[src/rtl/memgame_sequencer.sv]
// Sequence-memory game controller: builds a pattern table from a seed, plays patterns 0..level
// on the LEDs, then checks the player's switch entries against the table.
module memgame_sequencer #(
   parameter int unsigned WIDTH        = 10,
   parameter int unsigned DEPTH        = 16,
   parameter int unsigned SHOW_TICKS   = 1,
   parameter int unsigned GAP_TICKS    = 1,
   parameter int unsigned RESULT_TICKS = 2
) (
   input  logic                     clk,
   input  logic                     rst,
   input  logic                     tick,
   input  logic [WIDTH-1:0]         seed,
   input  logic                     start_p,
   input  logic                     confirm_p,
   input  logic [WIDTH-1:0]         sw,
   output logic [WIDTH-1:0]         led,
   output logic [$clog2(DEPTH)-1:0] show_idx,
   output logic [$clog2(DEPTH)-1:0] player_level,
   output logic [$clog2(DEPTH)-1:0] confirm_level,
   output logic [1:0]               result,
   output logic                     busy
);

   localparam int unsigned IdxW = $clog2(DEPTH);
   localparam int unsigned MaxTicks =
      (SHOW_TICKS > GAP_TICKS) ? ((SHOW_TICKS > RESULT_TICKS) ? SHOW_TICKS : RESULT_TICKS)
                               : ((GAP_TICKS > RESULT_TICKS) ? GAP_TICKS : RESULT_TICKS);
   localparam int unsigned TickW = $clog2(MaxTicks + 1);

   localparam logic [IdxW-1:0]  LastIdx    = IdxW'(DEPTH - 1);
   localparam logic [TickW-1:0] ShowLast   = TickW'(SHOW_TICKS - 1);
   localparam logic [TickW-1:0] GapLast    = TickW'(GAP_TICKS - 1);
   localparam logic [TickW-1:0] ResultLast = TickW'(RESULT_TICKS - 1);

   localparam logic [1:0] ResNone = 2'b00;
   localparam logic [1:0] ResPass = 2'b01;
   localparam logic [1:0] ResFail = 2'b10;
   localparam logic [1:0] ResWin  = 2'b11;

   typedef enum logic [2:0] {
      StIdle, StSeed, StShow, StGap, StInput, StPass, StFail, StWin
   } state_e;

   state_e            state_q, state_d;
   logic [IdxW-1:0]   show_idx_q, show_idx_d;
   logic [IdxW-1:0]   player_level_q, player_level_d;
   logic [IdxW-1:0]   confirm_level_q, confirm_level_d;
   logic [IdxW-1:0]   seed_idx_q, seed_idx_d;
   logic [1:0]        result_q, result_d;
   logic [TickW-1:0]  tick_cnt_q, tick_cnt_d;
   logic [WIDTH-1:0]  led_q, led_d;
   logic              busy_q, busy_d;

   logic [WIDTH-1:0]  levels_q [DEPTH];
   logic              tbl_we;
   logic [IdxW-1:0]   tbl_waddr;
   logic [WIDTH-1:0]  tbl_wdata;

   logic [IdxW-1:0]   seed_prev_idx;
   logic [WIDTH-1:0]  seed_prev, seed_next;
   logic              timed, tick_done;
   logic [TickW-1:0]  tick_limit;

   assign seed_prev_idx = seed_idx_q - IdxW'(1);
   assign seed_prev     = levels_q[seed_prev_idx];
   assign seed_next     = seed_prev ^ (seed_prev << 1) ^ (seed_prev << 5);

   always_ff @(posedge clk) begin
      if (rst) begin
         state_q         <= StIdle;
         show_idx_q      <= '0;
         player_level_q  <= '0;
         confirm_level_q <= '0;
         seed_idx_q      <= '0;
         result_q        <= ResNone;
         tick_cnt_q      <= '0;
         led_q           <= '0;
         busy_q          <= 1'b0;
      end else begin
         state_q         <= state_d;
         show_idx_q      <= show_idx_d;
         player_level_q  <= player_level_d;
         confirm_level_q <= confirm_level_d;
         seed_idx_q      <= seed_idx_d;
         result_q        <= result_d;
         tick_cnt_q      <= tick_cnt_d;
         led_q           <= led_d;
         busy_q          <= busy_d;
      end
   end

   // Table contents are don't-care after reset, so the array carries no reset.
   always_ff @(posedge clk) begin
      if (tbl_we) begin
         levels_q[tbl_waddr] <= tbl_wdata;
      end
   end

   always_comb begin
      state_d         = state_q;
      show_idx_d      = show_idx_q;
      player_level_d  = player_level_q;
      confirm_level_d = confirm_level_q;
      seed_idx_d      = seed_idx_q;
      result_d        = result_q;
      tick_cnt_d      = tick_cnt_q;
      tbl_we          = 1'b0;
      tbl_waddr       = '0;
      tbl_wdata       = '0;

      tick_limit = ResultLast;
      if (state_q == StShow) begin
         tick_limit = ShowLast;
      end else if (state_q == StGap) begin
         tick_limit = GapLast;
      end
      timed     = state_q inside {StShow, StGap, StPass, StFail};
      tick_done = timed && tick && (tick_cnt_q == tick_limit);
      if (timed && tick) begin
         tick_cnt_d = tick_cnt_q + 1'b1;
      end

      unique case (state_q)
         StIdle, StWin: begin
            if (start_p) begin
               tbl_we          = 1'b1;
               tbl_wdata       = (seed == '0) ? WIDTH'(1) : seed;
               player_level_d  = '0;
               confirm_level_d = '0;
               show_idx_d      = '0;
               seed_idx_d      = IdxW'(1);
               result_d        = ResNone;
               state_d         = StSeed;
            end
         end
         StSeed: begin
            tbl_we     = 1'b1;
            tbl_waddr  = seed_idx_q;
            tbl_wdata  = seed_next;
            seed_idx_d = seed_idx_q + 1'b1;
            if (seed_idx_q == LastIdx) begin
               show_idx_d = '0;
               state_d    = StShow;
            end
         end
         StShow: begin
            if (tick_done) begin
               state_d = StGap;
            end
         end
         StGap: begin
            if (tick_done) begin
               if (show_idx_q == player_level_q) begin
                  show_idx_d      = '0;
                  confirm_level_d = '0;
                  state_d         = StInput;
               end else begin
                  show_idx_d = show_idx_q + 1'b1;
                  state_d    = StShow;
               end
            end
         end
         StInput: begin
            if (confirm_p) begin
               if (sw != levels_q[confirm_level_q]) begin
                  player_level_d  = '0;
                  confirm_level_d = '0;
                  result_d        = ResFail;
                  state_d         = StFail;
               end else if (confirm_level_q < player_level_q) begin
                  confirm_level_d = confirm_level_q + 1'b1;
                  result_d        = ResNone;
               end else if (player_level_q == LastIdx) begin
                  result_d = ResWin;
                  state_d  = StWin;
               end else begin
                  player_level_d  = player_level_q + 1'b1;
                  confirm_level_d = '0;
                  result_d        = ResPass;
                  state_d         = StPass;
               end
            end
         end
         StPass, StFail: begin
            if (tick_done) begin
               show_idx_d = '0;
               state_d    = StShow;
            end
         end
      endcase

      if (state_d != state_q) begin
         tick_cnt_d = '0;
      end
   end

   // led follows the registered state, so it lags the state change by one clk.
   always_comb begin
      led_d  = '0;
      if (state_q == StShow) begin
         led_d = levels_q[show_idx_q];
      end
      busy_d = state_d inside {StSeed, StShow, StGap, StPass, StFail};
   end

   assign led           = led_q;
   assign show_idx      = show_idx_q;
   assign player_level  = player_level_q;
   assign confirm_level = confirm_level_q;
   assign result        = result_q;
   assign busy          = busy_q;

endmodule

[config.mk]
export PLATFORM = sky130hd
export DESIGN_NAME = memgame_sequencer
export DESIGN_NICKNAME = d
export VERILOG_FILES = /design/src/rtl/memgame_sequencer.sv
export SDC_FILE = /design/constraint.sdc
export NUM_CORES = 1
export LEC_CHECK = 0
export CELL_PAD_IN_SITES_DETAIL_PLACEMENT = 1
export CELL_PAD_IN_SITES_GLOBAL_PLACEMENT = 1
export CORE_ASPECT_RATIO = 1.4
export CORE_UTILIZATION = 40
export CTS_CLUSTER_SIZE = 16
export DETAILED_ROUTE_END_ITERATION = 10
export HOLD_SLACK_MARGIN = 0.08
export PLACE_DENSITY = 0.63
export SLEW_MARGIN = 40
export SYNTH_ARGS = -nofsm -noshare
export SYNTH_HDL_FRONTEND = slang
export SYNTH_SLANG_ARGS = --single-unit
[constraint.sdc]
create_clock -name clk -period 11.5 [get_ports clk]
set_input_delay 2.875 -clock clk [delete_from_list [all_inputs] [get_ports clk]]
set_output_delay 2.875 -clock clk [all_outputs]
set_load 0.005 [all_outputs]
==> impl_results.md <==
- Outcome: completed
- Routed length per instance: 29.6 µm
- Type of destination of the critical path: flip-flop
- Post-synth EDFFs: 160
- Worst slack on hold paths: 520 ps
- Final wirelength: 34300 µm
- Residual DRC count: 0
- Top library cells by usage in the layout, fill and taps aside: edfxtp_1 (160), mux4_2 (121), clkdlybuf4s50_1 (48), mux2i_1 (43), dfxtp_1 (33)
- Worst clock skew: 11.5 ps
- Most common library cell in the layout ignoring fill and taps: edfxtp_1
- Cell variety after synth: 59
- WP data required: around 12000 ps
- Cell Chain, Critical Path: clkdlybuf4s50_1, nor3_1, or3b_1, a2111o_1, or4_4, o21bai_1, o21ai_0, a21oi_1
- Post-Syn Nets: 780
- Core Rows: between 70 and 80
- TritonCTS sink count: 198
- Post-layout net count: 819
- Primary flip-flop cell chosen by synthesis mapping: edfxtp_1
- Yosys top cell area share: 43.2%
- Die Area: 28500 µm²
- Final GP Congestion: 0.906
- Clock transition at the register clock pins on the worst setup and hold paths after CTS: 70 ps
- Fraction of final layout cells sized beyond drive strength 1: 27.3%
- Register area: approximately 5600 µm²
- Unrepaired setup endpoints after global routing: false
- Share of total power in combinational logic: 38.4%
- Maximum clock frequency: about 0.19 GHz
- Quantity of hold-fixing buffers added after cts: 0
- X dimension of the die: 143 µm
- Critical path launch point: sw[1]
- Proportion of power drawn by the clock network: 23.8%
- PortBufs: 49
- Max stage delay on crit path: slightly above 600 ps
- Ant. Diodes: 0
- Synth async-reset ratio: 0%
- Maximum buffer depth of the clock tree: 2
- Post_cts resized: 0
- P per Cell Area: 206 nW/µm²
- Clk Latency, worst-skew pair: 450 ps
- Number of nets still failing antenna checks after routing: 0
- Detailed placer's ending HPWL: 23300 µm
- Min-Delay Path Class: reg2reg
- Element type at the critical path start: input pin
- R2r endpoint: levels_q[2][2]
- Total number of vias: 7282
- Setup Fix Bufs, Post-CTS: 0
- Post-layout worst setup margin: 6170 ps
- Core area: ~27000 µm²
- Portion of the clock cycle consumed by the worst path in the final layout: about 46%
- Root cell of the clock tree: clkbuf_16
- Category of the most critical setup path: in2reg
- Sequential cell fraction of total power: between 30% and 40%
- Effective utilization at floorplan: 41.1%
- Sum of routed wire segments on met1: roughly 13000 µm
- Power after layout: 0.00263 W
- Signed area change from the synthesized netlist to the final layout: 14.8%
- Number of levels in the clock H-tree: 4
- Worst setup slack for register-to-register paths: 7090 ps
- Max IR drop VDD: 145 µV
- Final global-route overflow total: 0
- Synth Cell Area: 11100 µm²
- Internal cell power: about 0.0017 W
- TritonCTS clock tree: yes
- Cells taking the most area after synthesis: edfxtp_1 (43%), mux4_2 (24%), dfxtp_1 (6.8%)
- Final-layout fill cell count: 2650
- Final hold viol count: 0
- All-layer global routing usage: between 20% and 30%
- Total setup violations reported at the end of the flow: 0
- Routed vias/inst: 6.28
- Cells after Synth: 743
- Post-synthesis area per instance: between 10 and 15 µm²
- Crit-path max FO: 11
- Data arrival time at the worst-slack endpoint: ~5700 ps
- Max-cap violations: 0
- Slew of the pin with the lowest slew margin: 835 ps
- Violation count after the first detailed-routing iteration: ~600
- Switching power total: 0.000888 W
- Sequential-to-total area share from yosys stat: between 50% and 60%
- Switching power as a share of total power: about a third
- Die height: 199 µm
- Worst slack, placed: 5720 ps
- Cell type of the slowest stage on the worst timing path: or4_4
- Final worst path period need: 5330 ps
- Number of global-route vias before repair: 7804
- Startpoint of the lowest-slack register-to-register path: seed_idx_q[0]
- Wire length of the first global-routing pass: around 51000 µm
- Static power due to leakage: between 3 and 4 nW
- I/O pin count: 50
- Worst-case reg-to-reg path depth: 8
- Amount of wire on met3 after detailed routing: 1420 µm
- Met2 routed WL: 18500 µm
- TritonCTS Buffers: 17
- Cell taking the most area after synthesis: edfxtp_1
- Post-synthesis register bit count: 198
- Area of combinational cells with multiple inputs: 5370 µm²
- Number of warnings issued by yosys: 0
- Maximum number of pins on one net before global-route repair: about 50
- Number of antenna violations at the first check in global routing: 0
- Worst slew margin: 43.8%
- Number of search-and-repair iterations in the first detailed-routing pass: 5
- TNS Setup: 0 ps
- Final Max Slew Viols: 0
- Highest routed metal layer: met4
[worst min-delay path by stage]
stage                          from         to  slack (ps)  cells after the start
after floorplan           result[0]  result[0]         480                      2
after global placement    result[0]  result[0]         470                      2
after detailed placement  result[0]  result[0]         510                      2
after CTS                 result[0]  result[0]         530                      2
after global routing      result[0]  result[0]         580                      2
final                     result[0]  result[0]         520                      2
[Yosys cell counts, drive strengths merged, types with 2 or more instances]
cell,n
edfxtp,160
mux4,124
mux2i,43
dfxtp,38
nor2,34
o21ai,31
nand2,29
clkbuf,27
buf,26
a21oi,23
xnor2,23
nor3,17
inv,15
nor2b,15
a22oi,12
ha,12
nand3,11
nand2b,9
xor2,9
mux2,8
a21o,6
o22ai,6
or3,6
or4,6
nor4,5
a211oi,4
and3,4
nand4,4
o21bai,4
o31ai,3
or3b,3
a211o,2
a221oi,2
a22o,2
nand3b,2
nand4b,2
or2,2
[flip-flops by register name, indices dropped and copies added, names as in the netlist, named ones only]
register and flops:
seed_idx_q 4, led 10, tick_cnt_q 2, result 2, busy 1, state_q 3, confirm_level 4, levels_q 160
show_idx 4, player_level 4
[routing by layer]
metal | vias to the layer above | global-route usage (%)
li1 | 3105 | -
met1 | 3817 | 29.3
met2 | 270 | 46.3
met3 | 90 | 4.00
met4 | 0 | 13.2
met5 | - | 0
[cell families after synthesis]
logic type / count (synthesis) / share of synthesized area, %
flops: 198 / 50.0
mux: 175 / 29.9
simple gates: 153 / 7.15
compound gates: 104 / 5.96
buf+inv: 69 / 3.12
xor+xnor: 32 / 2.52
fa+ha+maj: 12 / 1.35
[power by group through the flow]
stage,Clock (W),Combinational (W),Sequential [W]
floorplan,0,0.000684,0.000997
global route,0.000660,0.00108,0.000996
detailed placement,0,0.00101,0.00101
global placement,0,0.000967,0.00101
finish,0.000628,0.00101,0.000992
CTS,0.000634,0.00101,0.000992
[critical path, delay by kind of cell]
family	cells	cell delay (ps)
compound gates	4	1260
simple gates	3	1020
buf+inv	1	510
[cell type report]
cell class | count | share of cell area [%]
multi-input combinational | 476 | 42.0
inverter | 15 | 0.441
clock inverter | 12 | 1.34
sequential | 198 | 43.6
tap | 365 | 3.57
clock buffer | 20 | 3.50
timing repair buffer | 74 | 5.48
[per-stage QoR]
step,instance area [µm²],instances,util [%]
after floorplan,11100,743,-
after global placement,12000,1124,44.4
final,12800,1160,47.1
after CTS,12800,1160,47.1
after global routing,12800,1160,47.1
after detailed placement,12200,1128,44.9
(Power assumes the default switching activity.)
